$ cat src/rtl/t04_mem_request_ctrl_if.sv
// Bus-side signals shared by the memory request controller (master) and the
// instruction/data bus (slave).
interface t04_mem_request_ctrl_if #(
   parameter int ADDR_W = 32
);
   logic [ADDR_W-1:0] bus_addr;
   logic [31:0]       bus_wdata;
   logic [3:0]        bus_sel;
   logic              bus_ren;
   logic              bus_wen;
   logic              i_ack;
   logic              d_ack;
   logic [31:0]       bus_rdata;

   modport master (
      output bus_addr, bus_wdata, bus_sel, bus_ren, bus_wen,
      input  i_ack, d_ack, bus_rdata
   );

   modport slave (
      input  bus_addr, bus_wdata, bus_sel, bus_ren, bus_wen,
      output i_ack, d_ack, bus_rdata
   );
endinterface

$ cat src/rtl/t04_mem_request_ctrl.sv
// Multi-cycle fetch / load / store sequencer for a simple core: one bus access
// per state, freeze stalls the datapath, wait-counter timeout parks in ERROR.
module t04_mem_request_ctrl #(
   parameter int ADDR_W  = 32,
   parameter int TIMEOUT = 16
) (
   input  logic                   clk,
   input  logic                   rst,
   t04_mem_request_ctrl_if.master bus,
   input  logic [ADDR_W-1:0]      pc,
   input  logic [ADDR_W-1:0]      mem_addr,
   input  logic [31:0]            store_data,
   input  logic                   mem_read,
   input  logic                   mem_write,
   input  logic [1:0]             size,
   input  logic                   load_unsigned,
   output logic [31:0]            instruction_out,
   output logic [31:0]            load_data,
   output logic                   freeze,
   output logic                   misaligned,
   output logic                   timeout_err
);
   // A zero TIMEOUT still needs a legal (unused) counter width.
   localparam int CNT_W = (TIMEOUT > 0) ? $clog2(TIMEOUT + 1) : 1;
   localparam logic [CNT_W-1:0] CNT_LAST = CNT_W'((TIMEOUT > 0) ? TIMEOUT - 1 : 0);

   typedef enum logic [2:0] {
      FETCH = 3'd0,
      EXEC  = 3'd1,
      DATA  = 3'd2,
      WB    = 3'd3,
      ERROR = 3'd4
   } state_t;

   state_t           state_r;
   state_t           state_nxt_s;
   logic [CNT_W-1:0] wait_cnt_r;
   logic [31:0]      instr_r;
   logic [31:0]      load_r;
   logic             timeout_err_r;
   logic             mem_op_s;
   logic             is_load_s;
   logic             illegal_s;
   logic             timeout_hit_s;
   logic [31:0]      load_ext_s;

   function automatic logic access_illegal(input logic [1:0] sz, input logic [1:0] lo);
      case (sz)
         2'b00:   access_illegal = 1'b0;
         2'b01:   access_illegal = lo[0];
         2'b10:   access_illegal = (lo != 2'b00);
         default: access_illegal = 1'b1;
      endcase
   endfunction

   function automatic logic [3:0] lane_sel(input logic [1:0] sz, input logic [1:0] lo);
      case (sz)
         2'b00:   lane_sel = 4'b0001 << lo;
         2'b01:   lane_sel = 4'b0011 << lo;
         default: lane_sel = 4'b1111;
      endcase
   endfunction

   function automatic logic [31:0] wdata_pack(input logic [1:0] sz, input logic [31:0] d);
      case (sz)
         2'b00:   wdata_pack = {4{d[7:0]}};
         2'b01:   wdata_pack = {2{d[15:0]}};
         default: wdata_pack = d;
      endcase
   endfunction

   function automatic logic [31:0] load_align(input logic [1:0] sz, input logic [1:0] lo,
                                              input logic [31:0] rdata, input logic uns);
      logic [31:0] sh;
      sh = rdata >> {lo, 3'b000};
      case (sz)
         2'b00:   load_align = {{24{~uns & sh[7]}}, sh[7:0]};
         2'b01:   load_align = {{16{~uns & sh[15]}}, sh[15:0]};
         default: load_align = sh;
      endcase
   endfunction

   assign mem_op_s      = mem_read | mem_write;
   assign is_load_s     = mem_read & ~mem_write;
   assign illegal_s     = access_illegal(size, mem_addr[1:0]);
   assign timeout_hit_s = (TIMEOUT > 0) && (wait_cnt_r == CNT_LAST);
   assign load_ext_s    = load_align(size, mem_addr[1:0], bus.bus_rdata, load_unsigned);

   // Next-state and bus/handshake outputs; reset forces the idle bus pattern.
   always_comb begin
      state_nxt_s   = state_r;
      bus.bus_addr  = pc;
      bus.bus_wdata = wdata_pack(size, store_data);
      bus.bus_sel   = 4'b0000;
      bus.bus_ren   = 1'b0;
      bus.bus_wen   = 1'b0;
      freeze        = 1'b1;
      misaligned    = 1'b0;
      if (rst) begin
         state_nxt_s = FETCH;
      end else begin
         case (state_r)
            FETCH: begin
               bus.bus_ren = 1'b1;
               bus.bus_sel = 4'b1111;
               if (bus.i_ack) begin
                  state_nxt_s = EXEC;
               end else if (timeout_hit_s) begin
                  state_nxt_s = ERROR;
               end else begin
                  state_nxt_s = FETCH;
               end
            end
            EXEC: begin
               if (!mem_op_s) begin
                  freeze      = 1'b0;
                  state_nxt_s = FETCH;
               end else if (illegal_s) begin
                  misaligned  = 1'b1;
                  freeze      = 1'b0;
                  state_nxt_s = FETCH;
               end else begin
                  state_nxt_s = DATA;
               end
            end
            DATA: begin
               bus.bus_addr = {mem_addr[ADDR_W-1:2], 2'b00};
               bus.bus_ren  = is_load_s;
               bus.bus_wen  = mem_write;
               bus.bus_sel  = lane_sel(size, mem_addr[1:0]);
               if (bus.d_ack) begin
                  state_nxt_s = WB;
               end else if (timeout_hit_s) begin
                  state_nxt_s = ERROR;
               end else begin
                  state_nxt_s = DATA;
               end
            end
            WB: begin
               freeze      = 1'b0;
               state_nxt_s = FETCH;
            end
            ERROR: begin
               state_nxt_s = ERROR;
            end
            default: begin
               state_nxt_s = FETCH;
            end
         endcase
      end
   end

   // State register.
   always_ff @(posedge clk) begin
      if (rst) begin
         state_r <= FETCH;
      end else begin
         state_r <= state_nxt_s;
      end
   end

   // Ack wait counter: restarts on every state change, idles outside FETCH/DATA.
   always_ff @(posedge clk) begin
      if (rst) begin
         wait_cnt_r <= {CNT_W{1'b0}};
      end else if (state_nxt_s != state_r) begin
         wait_cnt_r <= {CNT_W{1'b0}};
      end else if ((TIMEOUT > 0) && ((state_r == FETCH) || (state_r == DATA))) begin
         wait_cnt_r <= wait_cnt_r + CNT_W'(1);
      end else begin
         wait_cnt_r <= {CNT_W{1'b0}};
      end
   end

   // Instruction/load capture registers and the sticky timeout flag.
   always_ff @(posedge clk) begin
      if (rst) begin
         instr_r       <= 32'h0000_0000;
         load_r        <= 32'h0000_0000;
         timeout_err_r <= 1'b0;
      end else begin
         if ((state_r == FETCH) && bus.i_ack) begin
            instr_r <= bus.bus_rdata;
         end
         if ((state_r == DATA) && bus.d_ack && is_load_s) begin
            load_r <= load_ext_s;
         end
         if (state_nxt_s == ERROR) begin
            timeout_err_r <= 1'b1;
         end
      end
   end

   assign instruction_out = instr_r;
   assign load_data       = load_r;
   assign timeout_err     = timeout_err_r;

endmodule
$ cat src/flat_wrapper.sv
// flat-port wrapper written by rule: the top's interface ports become plain ports
module t04_mem_request_ctrl_flat 
#(
   parameter int ADDR_W  = 32,
   parameter int TIMEOUT = 16
)
  (clk, rst, pc, mem_addr, store_data, mem_read, mem_write, size, load_unsigned, instruction_out, load_data, freeze, misaligned, timeout_err, bus_bus_addr, bus_bus_wdata, bus_bus_sel, bus_bus_ren, bus_bus_wen, bus_i_ack, bus_d_ack, bus_bus_rdata);
  t04_mem_request_ctrl_if #(.ADDR_W(ADDR_W)) bus_i ();
  input  logic clk;
  input  logic rst;
  input  logic [ADDR_W-1:0] pc;
  input  logic [ADDR_W-1:0] mem_addr;
  input  logic [31:0] store_data;
  input  logic mem_read;
  input  logic mem_write;
  input  logic [1:0] size;
  input  logic load_unsigned;
  output logic [31:0] instruction_out;
  output logic [31:0] load_data;
  output logic freeze;
  output logic misaligned;
  output logic timeout_err;
  output wire logic [$bits(bus_i.bus_addr)-1:0] bus_bus_addr;
  output wire logic [$bits(bus_i.bus_wdata)-1:0] bus_bus_wdata;
  output wire logic [$bits(bus_i.bus_sel)-1:0] bus_bus_sel;
  output wire logic [$bits(bus_i.bus_ren)-1:0] bus_bus_ren;
  output wire logic [$bits(bus_i.bus_wen)-1:0] bus_bus_wen;
  input wire logic [$bits(bus_i.i_ack)-1:0] bus_i_ack;
  input wire logic [$bits(bus_i.d_ack)-1:0] bus_d_ack;
  input wire logic [$bits(bus_i.bus_rdata)-1:0] bus_bus_rdata;
  assign bus_bus_addr = bus_i.bus_addr;
  assign bus_bus_wdata = bus_i.bus_wdata;
  assign bus_bus_sel = bus_i.bus_sel;
  assign bus_bus_ren = bus_i.bus_ren;
  assign bus_bus_wen = bus_i.bus_wen;
  assign bus_i.i_ack = bus_i_ack;
  assign bus_i.d_ack = bus_d_ack;
  assign bus_i.bus_rdata = bus_bus_rdata;
  t04_mem_request_ctrl #(.ADDR_W(ADDR_W), .TIMEOUT(TIMEOUT)) u_core (.clk(clk), .rst(rst), .bus(bus_i), .pc(pc), .mem_addr(mem_addr), .store_data(store_data), .mem_read(mem_read), .mem_write(mem_write), .size(size), .load_unsigned(load_unsigned), .instruction_out(instruction_out), .load_data(load_data), .freeze(freeze), .misaligned(misaligned), .timeout_err(timeout_err));
endmodule
$ cat config.mk
export PLATFORM = sky130hd
export DESIGN_NAME = t04_mem_request_ctrl_flat
export DESIGN_NICKNAME = d
export VERILOG_FILES = /design/src/rtl/t04_mem_request_ctrl_if.sv /design/src/rtl/t04_mem_request_ctrl.sv /design/src/flat_wrapper.sv
export SDC_FILE = /design/constraint.sdc
export NUM_CORES = 1
export LEC_CHECK = 0
export BUFFER_PORTS_ARGS = -buffer_cell sky130_fd_sc_hd__buf_4
export CAP_MARGIN = 20
export CORE_AREA = 3 3 106 108
export DETAILED_ROUTE_END_ITERATION = 8
export DIE_AREA = 0 0 109 111
export PLACE_DENSITY = 0.78
export SLEW_MARGIN = 30
export SYNTH_ARGS = -nofsm -noshare
export SYNTH_HDL_FRONTEND = slang
export SYNTH_SLANG_ARGS = --single-unit
$ cat constraint.sdc
create_clock -name clk -period 2.35 [get_ports clk]
set_clock_uncertainty 0.1 [all_clocks]
set_input_delay 0.3525 -clock clk [delete_from_list [all_inputs] [get_ports clk]]
set_output_delay 0.3525 -clock clk [all_outputs]
set_load 0.02 [all_outputs]
; ---- Yosys cells after proc, flatten, opt, wreduce, memory -nomap -nowiden
; Cells that the tools add are included.
[totals]
inputBits = 137
ff_bits = 73
[classes]
shifts = 3
bitwise_logic = 7
reduce_logical = 8
add_sub_neg = 1
mux = 28
n_eq_ne = 9
[op_table]
columns = op, n
row1 = 32-bit case mux with 2 select lines, 2
row2 = 32-bit two-way mux, 2
row3 = 32-bit by 5-bit right shift with 32-bit output, 1
row4 = 3-bit two-way mux, 6
row5 = 4-bit case mux with 2 select lines, 2
row6 = 3-bit case mux with 4 select lines, 1
row7 = 1-bit two-way mux, 10
row8 = "3-bit by 2-bit equality test with 1-bit output, second input constant", 2
row9 = "3-bit equality test, second input constant", 2
row10 = "5-bit by 1-bit adder with 5-bit output, second input constant", 1
row11 = "5-bit by 4-bit equality test with 1-bit output, second input constant", 1
row12 = 4-bit two-way mux, 1
row13 = 1-bit case mux with 2 select lines, 2
row14 = "1-bit by 2-bit left shift with 4-bit output, first input constant", 1
row15 = "2-bit by 2-bit left shift with 4-bit output, first input constant", 1
row16 = 1-bit AND, 3
row17 = "3-bit by 1-bit equality test with 1-bit output, second input constant", 1
row18 = 1-bit logical AND, 3
row19 = 3-bit zero test, 1
row20 = 3-bit != test, 1
row21 = 1-bit NOT, 3
row22 = 1-bit case mux with 3 select lines, 1
row23 = 3-bit OR reduction, 1
row24 = "2-bit by 1-bit equality test with 1-bit output, second input constant", 1
row25 = other kinds (6), 6

; ---- Logic depth before layout (Yosys ltp)
[depth]
depth_word = 8
ltp_mapped = 7
mapped_depth_nobuf = 6

; ---- Worst setup path before layout
; No wires, ideal clock.
[synth_timing]
path_type = in2out
from = in size[0]
to = out misaligned
arrival_time_ps = 1575
n_path_buf = 2
path_slack_ps = 322
path_stages = 5
cell_sequence = clkbuf_1 or2_2 clkbuf_1 o21ai_0 nor3_1
[synth_between]
elab_chain_len = 6
elab_cells_between_ends = 8
classes_between = 2 x eq/ne / 5 x mux / 1 x reduce/logical
[synth_lines]
columns = element, line
row1 = from (decl), flat_wrapper.sv:16  ; input logic [1:0] size;
row2 = 2-bit equality test (tied with other cells), t04_mem_request_ctrl.sv:48  ; case (sz)
row3 = 1-bit case mux with 3 select lines (*), t04_mem_request_ctrl.sv:48
row4 = 1-bit two-way mux (*), t04_mem_request_ctrl.sv:118  ; end else if (illegal_s) begin
row5 = 1-bit two-way mux (*), t04_mem_request_ctrl.sv:115  ; if (!mem_op_s) begin
row6 = 1-bit two-way mux (*), t04_mem_request_ctrl.sv:102  ; case (state_r)
row7 = 1-bit two-way mux (*), t04_mem_request_ctrl.sv:99  ; if (rst) begin
row8 = to (decl), flat_wrapper.sv:21  ; output logic misaligned;
; Mark *: on every way between the ends. The rest lies on a longest branch, timed or not.

; ---- Worst setup path after layout
[layout_timing]
from = reg u_core.state_r[0]
to = out bus_bus_addr[4]
[layout_between]
elab_chain_len = 3
[layout_lines]
columns = element, line
row1 = from (decl), t04_mem_request_ctrl.sv:35  ; state_t state_r;
row2 = from (signal assigned), t04_mem_request_ctrl.sv:158  ; state_r <= state_nxt_s;
row3 = 3-bit by 2-bit equality test with 1-bit output, t04_mem_request_ctrl.sv:102
row4 = 32-bit two-way mux, t04_mem_request_ctrl.sv:102
row5 = 32-bit two-way mux, t04_mem_request_ctrl.sv:99
row6 = to (decl), flat_wrapper.sv:23  ; output wire logic [$bits(bus_i.bus_addr)-1:0] bus_bus_addr;
; Every way passes these cells.

==> results.cfg <==
[run_status]
status = finished, final reports clean

[timing]
min_period_ps = 2311
worst_pin_slew_ps = 890.4
slew_headroom = 0.4042
rsz0062_at_grt = yes
fin_hold_ws_ps = 160.8
setup_violations = 0
post-route-period-util = 0.9833
clock.fmax_mhz = 432.8
hold_viol = 0
finalMaxSlewViolations = 0

[synth]
synth-compound-area-share = 0.1797
avgSynthCellArea_um2 = 8.369
postSynthCellCount = 485
synth_cell_type_count = 46
synth_mux_area_frac = 0.1930
synth_fa_ha_area_frac = 0.006165
synth_top_family_by_area = multiplexers
postSynthNetCount = 624
ys_seq_elements = 73
synth_edf_count = 0
synth_ff_type = dfxtp_1
ys_warn_count = 0
synth-seq-area-share = 0.3600
yosys.area_share.simple = 0.1813
synthArstFlopShare = 0
netlist_area_um2 = 4059
synth-xor-area-share = 0.006473

[cts]
clockRootBuffer = clkbuf_8
cts_tree = yes
cts_buffer_depth = 2
numCtsBuffers = 9
path_clk_slew_ps = 80
htree_levels = 3
cts.sinks = 73
postCtsHoldBufs = 0
clock_latency_ps = 350

[global_route]
grt_pass1_wl_mm = 25.39
grt_max_degree = 46
use_met3 = 0.06639
grt-ovfl-total = 0
grtUsageMet1 = 0.3308
grtUsageTotal = 0.2697
grt_util_met2 = 0.4435
first_global_vias = 4508
antenna_found_initial = 1
busiest_layer = met2

[critical_path]
cp_cell_sequence = nor3b_4 > and2_4 > buf_16 > mux2_2 > buf_4
cp-end-kind = output port
cp-start-kind = flip-flop
reg2reg_depth = 5
slowest_stage = dfxtp_4
cp_slowest_stage_delay_ps = 360
critPathKind = flip-flop to output port
cp.arrival_ps = 1860
cp.required_ps = 1900
critPathMaxFanout = 16

[run]
drv_cap = 0

[worst_hold_path]
min_path_type = input pin to flip-flop
whs_path_depth = 2

[pwr]
power_density_nw_per_um2 = 543.2
max-vdd-ir-drop_mv = 0.3651
power.leakage_nw = 3.085

[detailed_routing]
wl_per_cell_um = 19.58
initialDrtViolationCount = 295
post_drt_via_cell_ratio = 5.285
routed-via-count = 4651
routed_wl_mm = 17.23
antenna_left = 0
drc = 0
dr.pass1.iters = 4

[placed_design]
gp_congestion = 0.8735
io_buffers = 273
dp_hpwl_mm = 13.50

[die]
die_area_um2 = 12100
die_h_um = 111
core_area_um2 = 10320
placementRows = 37
pin_count = 274
die_w_um = 109
initial_utilization = 0.3932

[finish]
register_area_um2 = 1470
drive_gt1_frac = 0.4832
areaGrowthSynthToFinish_pct = 60.05
final_common_cell = buf_4
layout_common_cells = 272 x buf_4, 122 x nand2_1, 70 x dfxtp_1
final_util = 0.6293
multi_input_area_um2 = 2302
fillers = 908
layout.nets = 878
stage by stage:
stage	setup TNS [ps]	cell area [µm²]	worst slack, ps	std cells	power [mW]
2_1_floorplan	0	4059	322.2	485	1.794
3_3_place_gp	0	6106	309.0	860	2.245
3_5_place_dp	0	6106	266.3	860	2.259
4_1_cts	0	6399	4.502	876	3.520
5_1_grt	-192.4	6496	-24.54	880	3.668
6_report	0	6496	39.24	880	3.529
cell usage after synthesis, types with 2 or more instances:
| cell | instances | area share |
|---|---|---|
| buf_2 | 12 | 0.015 |
| dfxtp_1 | 73 | 0.36 |
| mux2_2 | 46 | 0.13 |
| clkbuf_1 | 15 | 0.014 |
| nand3_1 | 2 | 0.0025 |
| a221o_1 | 15 | 0.037 |
| nand2_1 | 122 | 0.11 |
| nor2_1 | 15 | 0.014 |
| nor2b_1 | 7 | 0.011 |
| o211ai_1 | 7 | 0.013 |
| nand2b_1 | 3 | 0.0046 |
| ha_1 | 2 | 0.0062 |
| inv_1 | 5 | 0.0046 |
| or3_1 | 3 | 0.0046 |
| and3_1 | 3 | 0.0046 |
| mux2i_1 | 24 | 0.059 |
| buf_4 | 12 | 0.022 |
| nor3_1 | 2 | 0.0025 |
| buf_6 | 4 | 0.011 |
| and2_1 | 2 | 0.0031 |
| o2bb2ai_1 | 8 | 0.017 |
| nor3b_1 | 2 | 0.0037 |
| xnor2_1 | 2 | 0.0043 |
| a21oi_1 | 55 | 0.068 |
| o21ai_0 | 23 | 0.028 |
kinds of logic after synthesis:
logic type      after synthesis
compound gates              115
xor+xnor                      3
fa+ha+maj                     2
buf+inv                      52
flops                        73
mux                          72
simple gates                168
path summary, 6_finish.rpt:
check,slack (ps),end,startpoint
worst min register to register,360,u_core.wait_cnt_r[0],u_core.wait_cnt_r[0]
worst max register to register,360,u_core.load_data[28],u_core.state_r[1]
worst min-delay path,160,u_core.load_data[25],bus_bus_rdata[25]
worst max-delay path,40,bus_bus_addr[4],u_core.state_r[0]
worst max-delay path: cells and delay by family (launching register included):
family / cells / cell delay, ps
flops: 1 / 360
buf+inv: 2 / 320
mux: 1 / 350
simple gates: 2 / 480
per-layer routing:
metal,wire length (µm),vias to the layer above
li1,-,2192
met1,6890,2192
met2,8424,223
met3,1340,44
met4,575,0
met5,0,-
flip-flops by register name, indices dropped and copies added, names as in the netlist:
| register | cells |
|---|---|
| u_core.instruction_out | 32 |
| u_core.load_data | 32 |
| u_core.wait_cnt_r | 5 |
| u_core.state_r | 3 |
| u_core.timeout_err | 1 |
repair_timing:
| item | 4_1_cts | 5_1_grt |
|---|---|---|
| hold endpoints to repair | 0 | 0 |
| setup buffers | 0 | 2 |
| setup endpoints to repair | 30 | 30 |
| gates cloned | 1 | 1 |
| pin swaps | 2 | 1 |
| resized for setup | 6 | 15 |
final cells by class:
class                   instances  share of cell area
diodes                          1           0.0003852
clock buffers                  10             0.01965
clock inverters                 5             0.01984
inverters                       6            0.003467
multi-input cells             360              0.3544
flip-flops and latches         73              0.2263
well taps                     136             0.02619
repair buffers                289              0.3498
where the power goes:
part | leakage (nW) | switching (mW) | internal, mW | total, mW
sequential | 0.595 | 0.0262 | 1.28 | 1.30
combinational | 2.36 | 0.506 | 0.451 | 0.957
clock | 0.127 | 0.458 | 0.809 | 1.27
(Power assumes the default switching activity.)
